==> src/rtl/cordic_feeder.sv <==
// Front-end feeder for a CORDIC core: pre-rotates (x, y, z) into +/-90 deg and
// hands one sample at a time downstream. Define CORDIC_FEEDER_FIFO_EN for a 2-entry input FIFO.
module cordic_feeder #(
    parameter int unsigned N_FRAC = 7
) (
    input  logic                     clk_i,
    input  logic                     rst_i,
    input  logic signed [N_FRAC:0]   x_i,
    input  logic signed [N_FRAC:0]   y_i,
    input  logic signed [N_FRAC:0]   z_i,
    input  logic                     data_in_valid_strobe_i,
    input  logic                     cordic_done_strobe_i,
    output logic signed [N_FRAC:0]   x_o,
    output logic signed [N_FRAC:0]   y_o,
    output logic signed [N_FRAC:0]   z_o,
    output logic                     data_out_valid_strobe_o,
    output logic                     busy_o,
    output logic                     overflow_o
);

    localparam int unsigned W = N_FRAC + 1;
    localparam logic signed [W-1:0] Q_S     = W'(2 ** (N_FRAC - 1));
    localparam logic signed [W-1:0] NEG_Q_S = -Q_S;
    localparam logic signed [W-1:0] MIN_S   = {1'b1, {(W-1){1'b0}}};
    localparam logic signed [W-1:0] MAX_S   = {1'b0, {(W-1){1'b1}}};

    typedef struct packed {
        logic signed [W-1:0] x;
        logic signed [W-1:0] y;
        logic signed [W-1:0] z;
    } sample_t;

    typedef enum logic [1:0] {IDLE, ISSUE, WAIT} state_t;

    state_t  state_q, state_d;
    sample_t out_q, out_d;
    sample_t in_c, src_c;
    logic    valid_q, busy_q, ovf_q;
    logic    drop_c, issue_c;

`ifdef CORDIC_FEEDER_FIFO_EN
    sample_t    fifo_q [2];
    sample_t    fifo_d [2];
    logic [1:0] cnt_q, cnt_d;
    logic       push_c, pop_c;
`endif

    // Negating the most negative code would wrap, so clamp it to the top code.
    function automatic logic signed [W-1:0] neg_sat(input logic signed [W-1:0] v);
        return (v == MIN_S) ? MAX_S : -v;
    endfunction

    // Fold the angle into [-90, 90] deg by an exact quarter-turn of the vector.
    function automatic sample_t prerot(input sample_t s);
        sample_t r;
        r = s;
        if (s.z > Q_S) begin
            r.x = neg_sat(s.y);
            r.y = s.x;
            r.z = s.z - Q_S;
        end else if (s.z < NEG_Q_S) begin
            r.x = s.y;
            r.y = neg_sat(s.x);
            r.z = s.z + Q_S;
        end
        return r;
    endfunction

    assign in_c = {x_i, y_i, z_i};

    // Next-state and issue/drop decisions.
    always_comb begin
        state_d = state_q;
        out_d   = out_q;
        drop_c  = 1'b0;
        issue_c = 1'b0;
        src_c   = in_c;
`ifdef CORDIC_FEEDER_FIFO_EN
        push_c  = 1'b0;
        pop_c   = 1'b0;
`endif
        case (state_q)
            IDLE: begin
`ifdef CORDIC_FEEDER_FIFO_EN
                if (cnt_q != 2'd0) begin
                    pop_c   = 1'b1;
                    issue_c = 1'b1;
                    src_c   = fifo_q[0];
                    push_c  = data_in_valid_strobe_i;
                end else if (data_in_valid_strobe_i) begin
                    issue_c = 1'b1;
                end
`else
                if (data_in_valid_strobe_i) begin
                    issue_c = 1'b1;
                end
`endif
            end
            ISSUE:   state_d = WAIT;
            WAIT:    if (cordic_done_strobe_i) state_d = IDLE;
            default: state_d = IDLE;
        endcase

        if ((state_q != IDLE) && data_in_valid_strobe_i) begin
`ifdef CORDIC_FEEDER_FIFO_EN
            if (cnt_q == 2'd2) drop_c = 1'b1;
            else               push_c = 1'b1;
`else
            drop_c = 1'b1;
`endif
        end

        if (issue_c) begin
            out_d   = prerot(src_c);
            state_d = ISSUE;
        end
    end

`ifdef CORDIC_FEEDER_FIFO_EN
    // Oldest entry lives in slot 0; a pop shifts before the push lands.
    always_comb begin
        fifo_d = fifo_q;
        cnt_d  = cnt_q;
        if (pop_c) begin
            fifo_d[0] = fifo_q[1];
            cnt_d     = cnt_q - 2'd1;
        end
        if (push_c) begin
            if (cnt_d == 2'd0) fifo_d[0] = in_c;
            else               fifo_d[1] = in_c;
            cnt_d = cnt_d + 2'd1;
        end
    end

    always_ff @(posedge clk_i) begin
        if (rst_i) begin
            cnt_q     <= 2'd0;
            fifo_q[0] <= '0;
            fifo_q[1] <= '0;
        end else begin
            cnt_q  <= cnt_d;
            fifo_q <= fifo_d;
        end
    end
`endif

    always_ff @(posedge clk_i) begin
        if (rst_i) state_q <= IDLE;
        else       state_q <= state_d;
    end

    always_ff @(posedge clk_i) begin
        if (rst_i) begin
            out_q   <= '0;
            valid_q <= 1'b0;
            busy_q  <= 1'b0;
            ovf_q   <= 1'b0;
        end else begin
            out_q   <= out_d;
            valid_q <= (state_d == ISSUE);
            busy_q  <= (state_d != IDLE);
            ovf_q   <= drop_c;
        end
    end

    assign x_o                     = out_q.x;
    assign y_o                     = out_q.y;
    assign z_o                     = out_q.z;
    assign data_out_valid_strobe_o = valid_q;
    assign busy_o                  = busy_q;
    assign overflow_o              = ovf_q;

endmodule

==> config.mk <==
export PLATFORM = sky130hd
export DESIGN_NAME = cordic_feeder
export DESIGN_NICKNAME = d
export VERILOG_FILES = /design/src/rtl/cordic_feeder.sv
export SDC_FILE = /design/constraint.sdc
export NUM_CORES = 1
export LEC_CHECK = 0
export CORE_ASPECT_RATIO = 1.4
export CORE_UTILIZATION = 46
export CTS_CLUSTER_DIAMETER = 120
export DETAILED_ROUTE_END_ITERATION = 7
export GPL_TIMING_DRIVEN = 0
export PLACE_DENSITY = 0.79
export SYNTH_ARGS = -nofsm -noshare
export SYNTH_HDL_FRONTEND = slang
export SYNTH_SLANG_ARGS = --single-unit
==> constraint.sdc <==
create_clock -name clk_i -period 2.45 [get_ports clk_i]
set_input_delay 0.6125 -clock clk_i [delete_from_list [all_inputs] [get_ports clk_i]]
set_output_delay 0.6125 -clock clk_i [all_outputs]
set_load 0.02 [all_outputs]
==> results.txt <==
----------------------------------------------------
[Timing]
  Worst Hold Slack ... 0.438 ns
  Final hold violation count ... 0
  Final setup violation count ... 0
  Worst setup skew after layout ... 0.00474 ns
  Clock period minus final worst setup slack ... 2.33 ns
  Worst slew margin relative to its limit ... 64.4%
  Highest attainable clock frequency ... 429 MHz
  Transition time of the tightest slew-check pin ... 0.533 ns
  Final period util ... 95.2%
  Setup repair after global routing missed its margin ... false
  Number of slew-limit violations in the final report ... 0

[Yosys]
  Unique masters post-synth ... 51
  Synthesized instance count ... 209
  Synthesis Warnings ... 0
  Most used DFF post-synth ... sky130_fd_sc_hd__dfxtp_1
  Share of flip-flops with an asynchronous set or reset ... 0%
  Cell area after synthesis ... 0.00173 mm^2
  Synthesized netlist net count ... 242
  Number of synthesized flops with an enable pin ... 0
  Mapped Avg Cell Area ... 8.30 um^2
  FF+latch count, synth ... 29
  Proportion of synthesized chip area in sequential cells ... 33.5%

[Cells and area]
  Area growth from synthesis to layout ... 41.1%
  Most common cell after layout, fill and taps aside ... sky130_fd_sc_hd__clkdlybuf4s50_1
  Fin util ... 67.7%
  Final instance count without filler cells ... 312
  Antenna diode instance count ... 0
  Nets ... 302
  Top library cells by usage in the layout, fill and taps aside ... sky130_fd_sc_hd__clkdlybuf4s50_1, sky130_fd_sc_hd__nand2_1, sky130_fd_sc_hd__dfxtp_1
  Fraction of layout instances using a drive strength above 1 ... 11.5%

[Detailed routing]
  Routed via count divided by cell count ... 5.87
  Number of nets still failing antenna checks after routing ... 0
  Detailed-route DRC error count ... 0
  Via count of the routed design ... 1830
  WL/cell ... 14.9 um
  Detailed Route Iter0 Violations ... 59
  Routed WL ... 4640 um
  Initial DRT Pass Iterations ... 4

[Floorplan]
  Initial core utilization ... 48.0%
  Cell Rows ... 26
  Core footprint ... 0.00361 mm^2
  Area of the die ... 0.00402 mm^2
  Die boundary width ... 53.9 um
  Die height ... 74.7 um
  I/O Pins ... 55

[GRT]
  Antenna violations before repair ... 0
  First-pass GRT wire length ... 7420 um
  Remaining global-route overflow ... 0
  Pin count of the biggest net entering global routing ... 11
  Overall global routing resource usage ... 25.2%
  Via count of the first global-routing pass ... 1697

[Worst hold path]
  Path type of the worst min-delay path ... reg2reg

[CTS]
  Number of gates given a new drive strength after cts ... 1
  Skew-Pair Late Insertion Delay ... 0.29 ns
  Clock transition at the register clock pins on the worst setup and hold paths after CTS ... 0.07 ns
  TritonCTS clock tree ... done
  TritonCTS Buffers ... 5
  CTS Root Buffer Type ... sky130_fd_sc_hd__clkbuf_8
  Hold buffer count at CTS ... 0
  Maximum level of the CTS H-tree ... 2
  Post-CTS Setup Bufs ... 0
  Clock Tree Buf Depth ... 2
  Clock sink total ... 29

[Place]
  Placed cells ... 304
  GPL Wtd Cong ... 0.880
  Port Buffer Count ... 53
  Half-perimeter wire length of the detailed placement result ... 3470 um

[Worst setup path]
  Depth of the worst register-to-register path ... 6
  Worst setup path start ... x_i[1]
  Termination of the worst setup path ... y_o[6]
  Startpoint class of the critical path ... primary input
  CP Max Fanout ... 5
  Setup slack, reg-to-reg ... 0.59 ns
  Critical path start-end classification ... in2reg
  Nature of the critical path endpoint ... flop
  Endpoint of the lowest-slack register-to-register path ... x_o[0]
  Required time at the worst-slack endpoint ... 2.63 ns
  Data arrival time at the worst-slack endpoint ... 2.51 ns
  Worst flop-to-flop path startpoint ... state_q[0]

[Pwr]
  Leak pwr ... 0.000900 uW
  Power density relative to cell area ... 546 mW/mm^2
  Worst supply voltage drop on vdd ... 403 uV

[Run]
  Maximum Capacitance Violations ... 0

[Run status]
  Outcome ... completed

----------------------------------------------------
[synthesized netlist by cell type, types with 3 or more instances]
| cell | n | share of area [%] |
|---|---|---|
| sky130_fd_sc_hd__o31ai_1 | 5 | 2.2 |
| sky130_fd_sc_hd__o21ai_0 | 6 | 1.7 |
| sky130_fd_sc_hd__or3b_1 | 3 | 1.5 |
| sky130_fd_sc_hd__or3_1 | 5 | 1.8 |
| sky130_fd_sc_hd__o221ai_1 | 3 | 1.5 |
| sky130_fd_sc_hd__o21ai_1 | 8 | 2.3 |
| sky130_fd_sc_hd__or4_4 | 3 | 1.9 |
| sky130_fd_sc_hd__nor2_1 | 16 | 3.5 |
| sky130_fd_sc_hd__mux2_2 | 3 | 1.9 |
| sky130_fd_sc_hd__dfxtp_1 | 29 | 33 |
| sky130_fd_sc_hd__o211ai_1 | 6 | 2.6 |
| sky130_fd_sc_hd__nand2_1 | 30 | 6.5 |
| sky130_fd_sc_hd__ha_1 | 5 | 3.6 |
| sky130_fd_sc_hd__nor3b_1 | 5 | 2.2 |
| sky130_fd_sc_hd__a21oi_1 | 19 | 5.5 |
| sky130_fd_sc_hd__inv_1 | 10 | 2.2 |
| sky130_fd_sc_hd__clkbuf_1 | 7 | 1.5 |
[power by group]
part	internal [uW]	total [uW]	switching, uW	leakage (uW)
logic	174	368	193	0.000607
registers	511	531	20.4	0.000239
clock network	253	436	182	0.0000542
total	939	1330	396	0.000900
[through the flow]
stage | setup slack, ns | power, uW | area (um^2) | TNS (ns)
after global routing | 0.0241 | 1390 | 2450 | 0
after floorplan | 0.446 | 736 | 1730 | 0
after global placement | -0.329 | 900 | 2320 | -3.02
after CTS | 0.0305 | 1340 | 2430 | 0
final | 0.117 | 1330 | 2450 | 0
after detailed placement | -0.324 | 904 | 2320 | -3.09
[sequential cells by signal (all words and copies together) (netlist names)]
name / count
busy_o: 1
data_out_valid_strobe_o: 1
x_o: 8
state_q: 2
z_o: 8
overflow_o: 1
y_o: 8
[worst min-delay path by stage]
stage               startpoint          to  slack, ns  cells after the start
floorplan           state_q[1]  overflow_o       0.48                      2
global placement        x_o[2]      x_o[2]       0.43                      2
detailed placement      x_o[1]      x_o[1]       0.43                      2
CTS                     x_o[2]      x_o[2]       0.44                      2
global route            y_o[0]      y_o[0]       0.48                      2
finish                  x_o[1]      x_o[1]       0.44                      2
[kinds of logic after synthesis]
| kind of cell | share of synthesized area (%) |
|---|---|
| AND/OR/NAND/NOR | 22.1 |
| XOR/XNOR | 1.01 |
| AO/OA/AOI/OAI | 31.0 |
| adder cells (fa/ha/maj) | 3.61 |
| flip-flops | 33.5 |
| multiplexers | 3.10 |
| buffers and inverters | 5.77 |
[layer usage]
metal	up-vias	global-route usage (%)	routed length, um
li1	897	-	-
met1	842	28.1	1870
met2	77	42.5	2360
met3	14	6.26	268
met4	0	14.6	136
met5	-	0	0
[worst max-delay path, cell delays in order]
cell,delay [ns]
sky130_fd_sc_hd__clkdlybuf4s50_1,0.48
sky130_fd_sc_hd__inv_1,0.11
sky130_fd_sc_hd__ha_1,0.23
sky130_fd_sc_hd__or3b_4,0.45
sky130_fd_sc_hd__o31a_1,0.30
sky130_fd_sc_hd__a221oi_2,0.24
sky130_fd_sc_hd__o21ai_1,0.08
[final cells by class]
type / count / area [um^2]
buffer: 13 / 62.6
clock buffer: 7 / 96.3
clock inverter: 1 / 5.00
fill: 306 / 1160
inverter: 10 / 37.5
multi-input combinational: 157 / 1070
sequential: 29 / 581
tap: 42 / 52.6
timing repair buffer: 53 / 538
No activity file was read; power rests on OpenSTA's default activity.
